$ cat config.mk
export PLATFORM = sky130hd
export DESIGN_NAME = pair_gen_fifo
export DESIGN_NICKNAME = d
export VERILOG_FILES = /design/src/rtl/pair_gen_fifo.sv
export SDC_FILE = /design/constraint.sdc
export NUM_CORES = 1
export LEC_CHECK = 0
export ABC_AREA = 1
export BUFFER_PORTS_ARGS = -buffer_cell sky130_fd_sc_hd__buf_2
export CAP_MARGIN = 20
export CELL_PAD_IN_SITES_DETAIL_PLACEMENT = 0
export CELL_PAD_IN_SITES_GLOBAL_PLACEMENT = 1
export CORE_AREA = 5 5 147 149
export CTS_BUF_LIST = sky130_fd_sc_hd__clkbuf_4 sky130_fd_sc_hd__clkbuf_8 sky130_fd_sc_hd__clkbuf_16
export CTS_CLUSTER_DIAMETER = 40
export DETAILED_ROUTE_END_ITERATION = 12
export DIE_AREA = 0 0 152 154
export PLACE_DENSITY = 0.8
export RECOVER_POWER = 25
export SLEW_MARGIN = 20
export SYNTH_ARGS = -nofsm -noshare
export SYNTH_HDL_FRONTEND = slang
export SYNTH_SLANG_ARGS = --single-unit
export TNS_END_PERCENT = 20
$ cat constraint.sdc
create_clock -name clk -period 3.3 [get_ports clk]
set_input_delay 0.33 -clock clk [delete_from_list [all_inputs] [get_ports clk]]
set_output_delay 0.33 -clock clk [all_outputs]
set_load 0.01 [all_outputs]
$ cat src/rtl/pair_gen_fifo.sv
// Small element store that, on start, streams every (i,j) index pair of its
// contents (combinations, combinations-with-self or permutations) over a valid/ready port.
module pair_gen_fifo #(
  parameter int DW = 8,
  parameter int AW = 4
) (
  input  logic          clk,
  input  logic          rst,
  input  logic          wr_en,
  input  logic [DW-1:0] din,
  output logic          full,
  output logic [AW:0]   count,
  input  logic          clear,
  input  logic [1:0]    mode,
  input  logic          start,
  output logic          busy,
  output logic [DW-1:0] dout_a,
  output logic [DW-1:0] dout_b,
  output logic          valid,
  input  logic          ready,
  output logic          last,
  output logic          done
);

  localparam int          DEPTH = 1 << AW;
  localparam logic [AW:0] N_MAX = (AW+1)'(DEPTH);
  localparam logic [AW:0] ONE   = (AW+1)'(1);
  localparam logic [AW:0] TWO   = (AW+1)'(2);

  typedef enum logic [2:0] {S_IDLE, S_PREP, S_FETCH, S_RUN, S_EMPTY} state_t;

  state_t        state_q, state_d;
  logic [DW-1:0] mem [DEPTH];
  logic [AW:0]   count_q, count_d;
  logic [AW:0]   n_q, i_q, j_q, ni, nj, jp1;
  logic [1:0]    mode_q;
  logic [DW-1:0] a_q, b_q;
  logic          last_q, done_q, done_d;
  logic          idle, wr_acc, is_perm, is_self, no_pairs, pair_last, load, fin;

  assign idle     = (state_q == S_IDLE);
  assign full     = (count_q == N_MAX);
  assign wr_acc   = !rst && idle && wr_en && !full && !clear;
  assign is_perm  = (mode_q == 2'd2);
  assign is_self  = (mode_q == 2'd1);
  assign no_pairs = (n_q == '0) || (!is_self && n_q < TWO);
  assign load     = (state_q == S_FETCH) || (state_q == S_RUN && ready && !last_q);
  assign fin      = (state_q == S_RUN) && ready && last_q;

  always_comb begin
    if (is_perm)      pair_last = (i_q == n_q - ONE) && (j_q == n_q - TWO);
    else if (is_self) pair_last = (i_q == n_q - ONE) && (j_q == n_q - ONE);
    else              pair_last = (i_q == n_q - TWO) && (j_q == n_q - ONE);
  end

  // Successor of (i_q,j_q) in i-outer/j-inner order; permutations skip the diagonal.
  always_comb begin
    jp1 = j_q + ONE;
    ni  = i_q;
    nj  = jp1;
    if (is_perm) begin
      if (jp1 == i_q) nj = j_q + TWO;
      if (nj >= n_q) begin
        ni = i_q + ONE;
        nj = '0;
      end
    end else if (jp1 >= n_q) begin
      ni = i_q + ONE;
      nj = is_self ? i_q + ONE : i_q + TWO;
    end
  end

  always_comb begin
    count_d = count_q;
    if (idle && clear)  count_d = '0;
    else if (wr_acc)    count_d = count_q + ONE;
  end

  // FSM: state register
  always_ff @(posedge clk) begin
    if (rst) state_q <= S_IDLE;
    else     state_q <= state_d;
  end

  // FSM: next state
  always_comb begin
    state_d = state_q;
    done_d  = 1'b0;
    case (state_q)
      S_IDLE:  if (start) state_d = S_PREP;
      S_PREP:  state_d = no_pairs ? S_EMPTY : S_FETCH;
      S_FETCH: state_d = S_RUN;
      S_RUN:   if (fin) begin
                 state_d = S_IDLE;
                 done_d  = 1'b1;
               end
      S_EMPTY: begin
                 state_d = S_IDLE;
                 done_d  = 1'b1;
               end
      default: state_d = S_IDLE;
    endcase
  end

  // FSM: outputs
  always_comb begin
    busy   = !idle;
    valid  = (state_q == S_RUN);
    last   = last_q;
    done   = done_q;
    count  = count_q;
    dout_a = a_q;
    dout_b = b_q;
  end

  always_ff @(posedge clk) begin
    if (wr_acc) mem[count_q[AW-1:0]] <= din;
  end

  always_ff @(posedge clk) begin
    if (rst) begin
      count_q <= '0;
      n_q     <= '0;
      mode_q  <= '0;
      i_q     <= '0;
      j_q     <= '0;
      a_q     <= '0;
      b_q     <= '0;
      last_q  <= 1'b0;
      done_q  <= 1'b0;
    end else begin
      done_q  <= done_d;
      count_q <= count_d;
      if (idle && start) begin
        n_q    <= count_q;
        mode_q <= mode;
      end
      if (state_q == S_PREP) begin
        i_q <= '0;
        j_q <= is_self ? '0 : ONE;
      end
      // Output registers hold the presented pair; i_q/j_q already point at the next one.
      if (load) begin
        a_q    <= mem[i_q[AW-1:0]];
        b_q    <= mem[j_q[AW-1:0]];
        last_q <= pair_last;
        i_q    <= ni;
        j_q    <= nj;
      end else if (fin) begin
        last_q <= 1'b0;
      end
    end
  end

endmodule

Word-level counts from Yosys, hierarchy flattened
Memory sizes are Yosys's and may differ from the RTL's. A register that Yosys moved wholly into a read port is not among the register bits.
Index checks and enable logic that the tools add are counted.
{"block": "totals", "ff_bits": 27, "output_inout_bits": 26, "mem_count": 1, "in_bits": 16, "ram_bits": 128}
{"name": "mem", "words": 16, "width": 8, "rd": 2, "rd_ports_with_merged_regs": 2, "write_ports": 1, "line_no": "33", "rtl": "logic [DW-1:0] mem [DEPTH];"}
{"block": "op_classes", "order_cmp": 3, "eq_ne": 16, "mux": 26, "n_reduce_logical": 28, "addsub": 7}
{"operator": "$mux W5", "count": 13}
{"operator": "$eq A5 B5 Y1", "count": 5}
{"operator": "$add A5 B1 Y5 const B", "count": 3}
{"operator": "$logic_and A1 B1 Y1", "count": 13}
{"operator": "$pmux W3 S4", "count": 1}
{"operator": "$add A5 B2 Y5 const B", "count": 2}
{"operator": "$ge A5 B5 Y1", "count": 2}
{"operator": "$mux W3", "count": 3}
{"operator": "$mux W1", "count": 8}
{"operator": "$eq A3 B2 Y1 const B", "count": 2}
{"operator": "$logic_not A1 Y1", "count": 6}
{"operator": "$ne A3 B2 Y1 const B", "count": 2}
{"operator": "$eq A5 B5 Y1 const B", "count": 1}
{"operator": "$logic_not A5 Y1", "count": 1}
{"operator": "$lt A5 B2 Y1 const B", "count": 1}
{"operator": "$sub A5 B1 Y5 const B", "count": 1}
{"operator": "$sub A5 B2 Y5 const B", "count": 1}
{"operator": "$reduce_bool A2 Y1", "count": 2}
{"operator": "$eq A3 B1 Y1 const B", "count": 1}
{"operator": "$eq A3 B3 Y1 const B", "count": 1}
{"operator": "$logic_not A3 Y1", "count": 1}
{"operator": "$reduce_and A3 Y1", "count": 1}
{"operator": "$eq A2 B1 Y1 const B", "count": 1}
{"operator": "$eq A2 B2 Y1 const B", "count": 1}
{"operator": "other kinds (6)", "count": 7}

Logic depth before layout (Yosys ltp)
{"block": "depth", "ltp_word": 8, "mapped_depth": 21}

Worst setup path after synthesis
No wires, ideal clock.
{"block": "synth_path", "path_type": "flip-flop to flip-flop", "start": "register j_q[0]", "end": "register i_q[2]", "stages_incl_launch_ff": 18, "setup_time_ns": 0.118, "slack_ns": 0.721, "arrival_time_ns": 2.461, "t_required_ns": 3.182, "cell_sequence": "dfxtp_1 ha_1 xnor2_1 nand2_1 nor2_4 nand4_1 and2_1 ha_1 nand2_1 inv_1 a21oi_1 nand3_1 nor2_8 nor2_4 nand2_4 nand2_1 o21ai_1 nor2_1"}
{"block": "synth_via", "elab_chain_len": 7, "elab_cells_between_ends": 10}
{"item": "from (decl)", "line_no": "35", "rtl": "logic [AW:0] n_q, i_q, j_q, ni, nj, jp1;"}
{"item": "from (signal assigned)", "line_no": "140", "rtl": "j_q <= is_self ? '0 : ONE;"}
{"item": "from (signal assigned)", "line_no": "148", "rtl": "j_q <= nj;"}
{"item": "$add A5 B1 Y5", "line_no": "58", "rtl": "jp1 = j_q + ONE;"}
{"item": "$eq A5 B5 Y1", "line_no": "62", "rtl": "if (jp1 == i_q) nj = j_q + TWO;"}
{"item": "$mux W5", "line_no": "62"}
{"item": "$mux W5", "line_no": "61", "rtl": "if (is_perm) begin"}
{"item": "$ge A5 B5 Y1", "line_no": "63", "rtl": "if (nj >= n_q) begin"}
{"item": "$ne A3 B2 Y1 (no source line)"}
{"item": "$reduce_and A3 Y1 (no source line) (*)"}
{"item": "to (signal assigned)", "line_no": "147", "rtl": "i_q <= ni;"}
{"item": "to (decl)", "line_no": "35"}
Mark *: on every way between the ends. The rest lies on a longest branch, timed or not. The select of a mux whose other input is x is not followed.
A chain may end at the register's enable or synchronous reset.

Final worst setup path
{"block": "layout_path", "start": "register j_q[1]", "end": "register i_q[1]"}
Same word-level chain as after synthesis.

==> impl_results.md <==
* Syn Nets at 1122
* Crit path launch type: flip-flop
* Most frequent cell after synthesis: nand2_1
* H-Tree Level Count at 4
* Synth top area cells: edfxtp_1 (42%), dfxtp_1 (9.3%), o21ai_0 (8.2%), nand2_1 (7.7%), nand3_1 (5.1%)
* IO buf count at 41
* Period minus WS final at 2.92 ns
* Root Driver: clkbuf_16
* Clk slew on worst S/H paths at 0.07 ns
* Die H at 154 um
* Area share of the largest cell type after synthesis at 41.6%
* Clock Path Buffers at 2
* Crit. End Element: flip-flop
* Setup TNS Final at 0 ns
* TritonRoute pass-1 iters at 5
* Cell Rows at 52
* Worst rel slew slack at 42.1%
* Met1 WL at 12200 um
* Worst hold path class: in2reg
* Req. time, crit path at 3.61 ns
* Reg power frac at 33.7%
* CP Max Fanout at 8
* Total core area at 20000 um^2
* Die footprint at 23400 um^2
* DP HPWL at 17500 um
* Synth Area in Compound Gates at 18.1%
* Logic pwr share at 39.5%
* Final nets at 1149
* Crit share post-route at 88.5%
* Most common flop cell mapped by yosys: edfxtp_1
* Crit-path max cell delay at 0.37 ns
* Mapped Area at 9240 um^2
* Total gr overflow at 0
* Top cell by count, worst path: nand2_1
* GPL Wtd Cong at 0.876
* Maximum VDD drop at 407 uV
* Final Hold Vio Count at 0
* Worst Path Class, Setup: reg2reg
* Post-CTS Setup Bufs at 0
* First-pass GRT wire length at 41600 um
* WP data arrival at 3.23 ns
* IO Pins at 42
* Met3 wire len at 1660 um
* Largest net degree at the start of global routing at 94
* Leakage power at 3.95 nW
* Post-synth top cells: nand2_1 (189), o21ai_0 (152), edfxtp_1 (128)
* FF+latch count, synth at 171
* Vias in the first global route at 7456
* Psw at 3.08 mW
* CTS tree: built
* Mean post-synth cell area at 8.51 um^2
* Number of synthesized flops with an enable pin at 128
* CP cell instances: ha_1 > inv_1 > nor2_1 > nand2_1 > nand3_1 > nand2_1 > nand3_2 > nand2_1 > and2_1 > ha_1 > nand2_1 > inv_1 > a21oi_1 > nand3_2 > nor2_8 > nor2_4 > nand2_4 > nand2_1 > o21ai_1 > nor2_1
* Delay-heaviest family, CP: simple AND/OR/NAND/NOR gates
* Synth warnings at 0
* Final setup viols at 0
* Worst-skew pair later-pin latency at 0.44 ns
* Clock network power share at 26.8%
* Final ANT Viol Nets at 0
* Register area share after synthesis at 50.9%
* Initial Util at 46.1%
* Adder-cell share of the synthesized area at 2.85%
* Unrepaired setup endpoints after global routing: no
* Dpl cell area at 9730 um^2
* Sw Share at 40.7%
* Clk_skew at 0.0127 ns
* Max Cap Viol at 0
* Initial antenna violation count at 0
* Unique masters post-synth at 40
* Power, Total at 7.55 mW
* Fmax at 342 MHz
* Vias per cell at 5.60
* Die W at 152 um
* Simple-Gate Fraction of Synth Area at 19.7%
* Metal2 WL at 12000 um
* Slew of the pin with the lowest slew margin at 0.868 ns
* Cell area after layout at 10300 um^2
* Final routed DRC violation total at 0
* Hold_ws at 0.195 ns
* Top routing layer in use: met4
* Int Power at 4.48 mW
* XOR/XNOR share of the synthesized area at 0.854%
* Num CTS Buffers at 17
* DR WL/cell at 18.8 um
* Placed Cells at 1363
* Final Non-Filler Cells at 1395
* Total wire length after detailed routing at 26200 um
* Slowest stage cell, crit path: dfxtp_2
* Layout area overhead at 11.8%
* Max Slew Vio Count at 0
* Asr flop ratio synth at 0%
* Fraction of synthesized area in multiplexers at 0%
* Synth area leader: edfxtp_1
* Total GRT Usage at 22.5%
* Pwr Density at 731 nW/um^2
* # diodes at 0
* CTS sink count at 171
* CP Buf/Inv Count at 2
* Fraction of layout cells with a size suffix above 1 at 11.3%
* Status: complete, no violations
* Synth Instances at 1085
* Via Count at 7812
* Initial drt markers at 806
* Largest family of logic cells by synthesized area: simple AND/OR/NAND/NOR gates
==> stage by stage <==
stage | utilization, % | setup WS (ns)
floorplan | - | 0.721
global placement | 48.6 | 0.408
detailed placement | 48.6 | 0.357
CTS | 51.6 | 0.334
global route | 51.5 | 0.0268
finish | 51.5 | 0.379
==> path summary, 6_finish.rpt <==
kind,from,endpoint,slack (ns),depth (start not counted)
worst max-delay path,j_q[1]$_SDFFE_PP0P_,i_q[1]$_SDFFE_PP0P_,0.38,20
worst min-delay path,mode[1],mode_q[1]$_SDFFE_PP0P_,0.19,3
worst max register to register,j_q[1]$_SDFFE_PP0P_,i_q[1]$_SDFFE_PP0P_,0.38,20
worst min register to register,mode_q[1]$_SDFFE_PP0P_,mode_q[1]$_SDFFE_PP0P_,0.50,2
==> cell type report <==
| type | count | area, um^2 |
|---|---|---|
| fillers | 1916 | 9710 |
| flip-flops and latches | 171 | 4710 |
| multi-input cells | 741 | 3830 |
| repair buffers | 75 | 450 |
| clock buffers | 17 | 425 |
| inverters | 106 | 398 |
| well taps | 270 | 338 |
| clock inverters | 15 | 173 |
==> power groups by stage <==
stage | Sequential [mW] | Combinational (mW) | Clock (mW)
final | 2.54 | 2.99 | 2.02
after global routing | 2.56 | 3.33 | 2.15
after CTS | 2.54 | 2.95 | 2.05
after detailed placement | 2.59 | 2.93 | 0
after global placement | 2.59 | 2.93 | 0
after floorplan | 2.56 | 2.10 | 0
==> cells in the final DEF (no fill, tap or decap), types with 3 or more instances in the layout <==
| master | netlist | routed |
|---|---|---|
| edfxtp_1 | 128 | 128 |
| o21ai_1 | 4 | 4 |
| nand4_1 | 11 | 11 |
| dfxtp_2 | 0 | 5 |
| clkbuf_1 | 32 | 8 |
| nand2_2 | 3 | 3 |
| inv_8 | 0 | 5 |
| buf_2 | 31 | 33 |
| inv_1 | 102 | 102 |
| and2_1 | 4 | 4 |
| o21ai_0 | 152 | 152 |
| nor2_4 | 3 | 3 |
| ha_1 | 21 | 21 |
| clkbuf_16 | 0 | 17 |
| inv_2 | 3 | 3 |
| o211ai_1 | 33 | 33 |
| nand2_1 | 189 | 189 |
| nor2_2 | 4 | 4 |
| buf_4 | 2 | 34 |
| a41oi_1 | 16 | 16 |
| o22ai_1 | 16 | 16 |
| dfxtp_1 | 43 | 38 |
| a21oi_1 | 68 | 68 |
| nor2_1 | 97 | 97 |
| xnor2_1 | 3 | 3 |
| xor2_1 | 6 | 6 |
| nand3_2 | 2 | 3 |
| nand3_1 | 95 | 94 |
==> timing repair <==
action,4_1_cts,5_1_grt
hold buffers,0,0
hold endpoints to repair,0,0
gates resized for setup,0,2
endpoints found under the setup margin,0,2
==> metal layers <==
metal / global-route usage, % / up-vias
met2: 35.5 / 277
met5: 0 / -
met3: 3.88 / 33
met4: 6.51 / 0
li1: - / 3828
met1: 32.1 / 3674
==> registers in the layout (all words and copies together), names as in the netlist <==
name / cells
count: 5
done: 1
dout_a: 8
dout_b: 8
i_q: 5
j_q: 5
last: 1
mem: 128
mode_q: 2
n_q: 5
state_q: 3
==> logic make-up (layout without fill, tap and decap cells) <==
| kind of cell | count (synthesis) | in the layout |
|---|---|---|
| AO/OA/AOI/OAI | 296 | 296 |
| XOR/XNOR | 9 | 9 |
| adder cells (fa/ha/maj) | 21 | 21 |
| buffers and inverters | 173 | 213 |
| flip-flops | 171 | 171 |
| AND/OR/NAND/NOR | 415 | 415 |
==> worst register-to-register path, stage by stage, from the launching register on <==
cell and delay (ns):
dfxtp_2 0.37, ha_1 0.24, inv_1 0.10, nor2_1 0.15, nand2_1 0.08, nand3_1 0.07
nand2_1 0.15, nand3_2 0.16, nand2_1 0.08, and2_1 0.14, ha_1 0.30, nand2_1 0.08
inv_1 0.05, a21oi_1 0.16, nand3_2 0.16, nor2_8 0.17, nor2_4 0.06, nand2_4 0.10
nand2_1 0.06, o21ai_1 0.09, nor2_1 0.05
Power figures use the tool's default switching activity.
